<file path="config.mk">
export PLATFORM = sky130hd
export DESIGN_NAME = tx_msg_streamer
export DESIGN_NICKNAME = d
export VERILOG_FILES = /design/src/rtl/tx_msg_streamer.sv
export SDC_FILE = /design/constraint.sdc
export NUM_CORES = 1
export LEC_CHECK = 0
export ABC_AREA = 1
export BUFFER_PORTS_ARGS = -buffer_cell sky130_fd_sc_hd__buf_2
export CAP_MARGIN = 20
export CORE_ASPECT_RATIO = 0.6
export CORE_MARGIN = 2
export CORE_UTILIZATION = 46
export DETAILED_ROUTE_END_ITERATION = 8
export GPL_TIMING_DRIVEN = 0
export PLACE_DENSITY_LB_ADDON = 0.08
export SYNTH_ARGS = -nofsm -noshare
export SYNTH_HDL_FRONTEND = slang
export SYNTH_SLANG_ARGS = --single-unit
</file>
<file path="constraint.sdc">
create_clock -name clk -period 1.31 [get_ports clk]
set_input_delay 0 -clock clk [delete_from_list [all_inputs] [get_ports clk]]
set_output_delay 0 -clock clk [all_outputs]
set_load 0.005 [all_outputs]
</file>
<file path="src/rtl/tx_msg_streamer.sv">
// rtl/tx_msg_streamer.sv - writable message store that streams one message per start over valid/ready
// Optional build macro TX_MSG_CRLF_EN appends 0x0D 0x0A after every message.
module tx_msg_streamer #(
  parameter int DATA_W = 8,
  parameter int ADDR_W = 5
) (
  input  logic              clk,
  input  logic              rst,
  input  logic              start,
  input  logic [ADDR_W-1:0] msg_base,
  input  logic [ADDR_W:0]   msg_len,
  output logic              busy,
  output logic              done,
  output logic [DATA_W-1:0] tx_data,
  output logic              tx_valid,
  input  logic              tx_ready,
  input  logic              wr_en,
  input  logic [ADDR_W-1:0] wr_addr,
  input  logic [DATA_W-1:0] wr_data
);
  localparam int DEPTH = 2 ** ADDR_W;

  typedef enum logic [1:0] {IDLE, FETCH, SEND, FIN} state_t;

  state_t            state;
  logic [DATA_W-1:0] mem [DEPTH];
  logic [ADDR_W-1:0] ptr;
  logic [ADDR_W:0]   rem;
`ifdef TX_MSG_CRLF_EN
  // 0: message words, 1: CR byte, 2: LF byte
  logic [1:0]        tail;
`endif

  always_ff @(posedge clk) begin
    if (wr_en) mem[wr_addr] <= wr_data;
  end

  always_ff @(posedge clk) begin
    if (rst) begin
      state    <= IDLE;
      busy     <= 1'b0;
      done     <= 1'b0;
      tx_valid <= 1'b0;
      tx_data  <= '0;
      ptr      <= '0;
      rem      <= '0;
`ifdef TX_MSG_CRLF_EN
      tail     <= 2'd0;
`endif
    end else begin
      done <= 1'b0;
      case (state)
        IDLE: begin
          if (start) begin
            ptr <= msg_base;
            rem <= msg_len;
`ifdef TX_MSG_CRLF_EN
            tail  <= (msg_len == '0) ? 2'd1 : 2'd0;
            state <= FETCH;
            busy  <= 1'b1;
`else
            if (msg_len == '0) begin
              state <= FIN;
              done  <= 1'b1;
            end else begin
              state <= FETCH;
              busy  <= 1'b1;
            end
`endif
          end
        end
        FETCH: begin
          state    <= SEND;
          tx_valid <= 1'b1;
`ifdef TX_MSG_CRLF_EN
          if (tail == 2'd1)      tx_data <= DATA_W'(8'h0D);
          else if (tail == 2'd2) tx_data <= DATA_W'(8'h0A);
          else                   tx_data <= mem[ptr];
`else
          tx_data  <= mem[ptr];
`endif
        end
        SEND: begin
          if (tx_ready) begin
            tx_valid <= 1'b0;
`ifdef TX_MSG_CRLF_EN
            if (tail == 2'd2) begin
              state <= FIN;
              busy  <= 1'b0;
              done  <= 1'b1;
            end else if (tail == 2'd1 || rem == (ADDR_W+1)'(1)) begin
              tail  <= tail + 2'd1;
              state <= FETCH;
            end else begin
              ptr   <= ptr + ADDR_W'(1);
              rem   <= rem - (ADDR_W+1)'(1);
              state <= FETCH;
            end
`else
            if (rem == (ADDR_W+1)'(1)) begin
              state <= FIN;
              busy  <= 1'b0;
              done  <= 1'b1;
            end else begin
              ptr   <= ptr + ADDR_W'(1);
              rem   <= rem - (ADDR_W+1)'(1);
              state <= FETCH;
            end
`endif
          end
        end
        FIN: state <= IDLE;
        default: state <= IDLE;
      endcase
    end
  end
endmodule

</file>
==> impl_metrics.yaml <==
cells_and_area:
  fin_util_pct: 58.21
  final_common_cell: "nand2_1"
  multi_input_area_um2: 3591
  nets: 1338
  layout-drive-gt1-share_pct: 21.57
  seqCellArea_um2: 8180
  final_cell_count_no_fill: 1680
  final_cell_mix: "nand2_1 (355), edfxtp_1 (256), inv_1 (125)"
  area_growth_pct: 22.99
  nFillCells: 2198
place:
  io_buffers: 38
  gp_congestion: 0.9307
  place_inst: 1593
  dp_hpwl_mm: 23.56
synthesis:
  synth_edf_count: 256
  synth_top_area_share_pct: 63.54
  synth_compound_area_share_pct: 4.105
  yosysWarningCount: 0
  synth_top_family_by_area: "simple AND/OR/NAND/NOR gates"
  synth_top_cell_by_area: "edfxtp_1"
  synth_area_um2: 12100
  synthMuxAreaShare_pct: 0
  seq_area_frac_synth_pct: 67.51
  synth_xor_xnor_area_share_pct: 0.1448
  synth_nets: 1235
  synth_async_sr_flop_share_pct: 0
  ys_seq_elements: 280
  yosys.area_share.simple_pct: 21.29
  synthTopCellsByArea: "edfxtp_1 (64%), nand2_1 (11%), nand3_1 (5.3%), inv_1 (4.1%), nor2_1 (4.0%)"
  synth_cell_type_count: 29
  synth_top_flop_cell: "edfxtp_1"
  synth.avg_cell_area_um2: 10.06
  synth_adder_area_share_pct: 0.3102
  syn_inst: 1203
timing:
  slew_viol_final: 0
  tightest_slew_ns: 0.9093
  finalHoldViolations: 0
  min_period_ns: 1.813
  fmax_ghz: 0.5515
  max_slew_margin_pct: 39.38
  timing.final.ws_setup_ns: -0.5031
  fin_skew_ns: 0.01269
  finalSetupViolations: 27
  finalCritPeriodShare_pct: 138.4
  grt_setup_unrepaired: "yes"
clock_network:
  cts_tree: "yes"
  root_buffer: "clkbuf_16"
  path_clk_slew_ns: 0.07
  htree_levels: 1
  clk_path_buf_depth: 3
  clk_latency_ns: 0.56
  clkSinkCount: 280
  cts_made_buffers: 27
global_route:
  grt_pass1_vias: 8132
  grt-ovfl-total: 0
  antenna_found_initial: 0
  use_met1_pct: 42.67
  grt_most_used_layer: "met1"
  grt_max_degree: 33
  grt_use_met3_pct: 5.720
  grt_pass1_wl_mm: 52.17
  grt_use_met2_pct: 37.09
  grt_use_total_pct: 26.67
power:
  p_leak_uw: 0.005961
  pwr_density_cell_nw_per_um2: 1545
  max-vdd-ir-drop_mv: 0.9185
routing:
  first_pass_iters: 5
  postRouteWirelength_mm: 36.46
  viasPerCell: 5.322
  postRouteAntennaNets: 0
  wire_per_inst_um: 21.70
  vias: 8941
  drt_iter0_markers: 1147
  drcViolationCount: 0
setup_path:
  path_max_fanout: 10
  cp-start-kind: "flip-flop"
  critPathArrivalTime_ns: 2.29
  worstSetupEndpointType: "flip-flop"
  cp.required_ns: 1.79
  critical_path_class: "reg -> reg"
  r2r_slack_ns: -0.50
  crit_path_start: "ptr[0]"
  rr_endpoint: "tx_data[5]"
  r2r_cells: 12
  rr_startpoint: "ptr[0]"
  endpoint: "tx_data[5]"
outcome:
  status: "complete, but fails checks"
  violations: "negative setup slack"
run:
  max_cap_viol_count: 0
floorplan:
  start_util_pct: 47.33
  num_rows: 45
  die-height_um: 129.6
  core_area_um2: 25560
  dieWidth_um: 213.4
  io_pins: 40
  die-area_um2: 27660
worst_hold_path:
  hold_class: "in -> reg"
  worstHoldPathCells: 1
registers in the layout, indices dropped and copies added, names as in the netlist:
register  cells
mem         256
tx_data       8
rem           6
ptr           5
state         2
busy          1
done          1
tx_valid      1
per-layer routing:
metal  vias to the layer above  part of all wire (%)  wire, um
met1                      4343                    48     17440
li1                       4175                     -         -
met4                         0                   1.4       520
met3                        40                   9.8      3560
met5                         -                     0         0
met2                       383                    41     14940
synthesized netlist by cell type, drive strengths merged (2+ instances only):
cell and n:
a21oi 34, a31oi 6, buf 38, clkbuf 17, clkinv 3, dfxtp 24
edfxtp 256, ha 3, inv 133, nand2 371, nand3 129, nor2 134
o21ai 46, o221ai 2, xor2 2
final cells by class:
cell class	count	share of cell area, %
plain buffers	55	3.817
flip-flops and latches	280	54.97
diodes	2	0.03363
well taps	352	2.960
clock inverters	18	1.850
repair buffers	73	3.977
clock buffers	31	4.641
multi-input cells	732	24.13
inverters	136	3.582
repair inverters	1	0.03363
worst max-delay path, cell delays in order, from the launching register on:
cell	delay (ns)
dfxtp_2	0.36
buf_12	0.16
inv_8	0.06
buf_12	0.15
buf_12	0.15
buf_8	0.15
nand2_1	0.09
nand3_2	0.13
nand3_1	0.10
nand3_1	0.08
nand2_1	0.09
nand3_1	0.08
a21oi_2	0.13
power breakdown:
group,switching (uW),internal [uW]
clock network,3450,5170
logic,2820,1490
registers,117,9940
worst min path at each step:
stage | start | end
3_3_place_gp | msg_len[1] | rem[1]
3_5_place_dp | msg_len[1] | rem[1]
2_1_floorplan | wr_data[0] | mem[0][0]
6_report | wr_data[6] | mem[2][6]
5_1_grt | wr_data[6] | mem[2][6]
4_1_cts | wr_data[6] | mem[12][6]
logic make-up (layout without fill, tap and decap cells):
| group | count (synthesis) | after routing |
|---|---|---|
| AND/OR/NAND/NOR | 637 | 637 |
| flip-flops | 280 | 280 |
| buffers and inverters | 191 | 314 |
| AO/OA/AOI/OAI | 90 | 90 |
| adder cells (fa/ha/maj) | 3 | 3 |
| XOR/XNOR | 2 | 2 |
| other | 0 | 2 |
per-stage QoR:
stage	hold slack, ns	total power (uW)	cell area, um2	TNS, ns	worst slack [ns]
finish	0.05053	22990	14880	-5.593	-0.5031
global route	0.03318	23720	14880	-7.969	-0.5487
CTS	0.01897	22580	14450	-4.196	-0.4775
detailed placement	0.2688	13510	12780	-119.40	-0.8334
global placement	0.2593	13500	12780	-118.38	-0.8227
floorplan	0.09887	12170	12150	-0.4173	-0.05569
repair_timing:
action / 4_1_cts / 5_1_grt
gates resized for setup: 145 / 88
pin swaps: 26 / 26
setup endpoints to repair: 22 / 118
endpoints found under the hold margin: 17 / 0
setup buffers: 10 / 7
gates cloned: 2 / 4
hold buffers: 14 / 0
(Power assumes the default switching activity.)
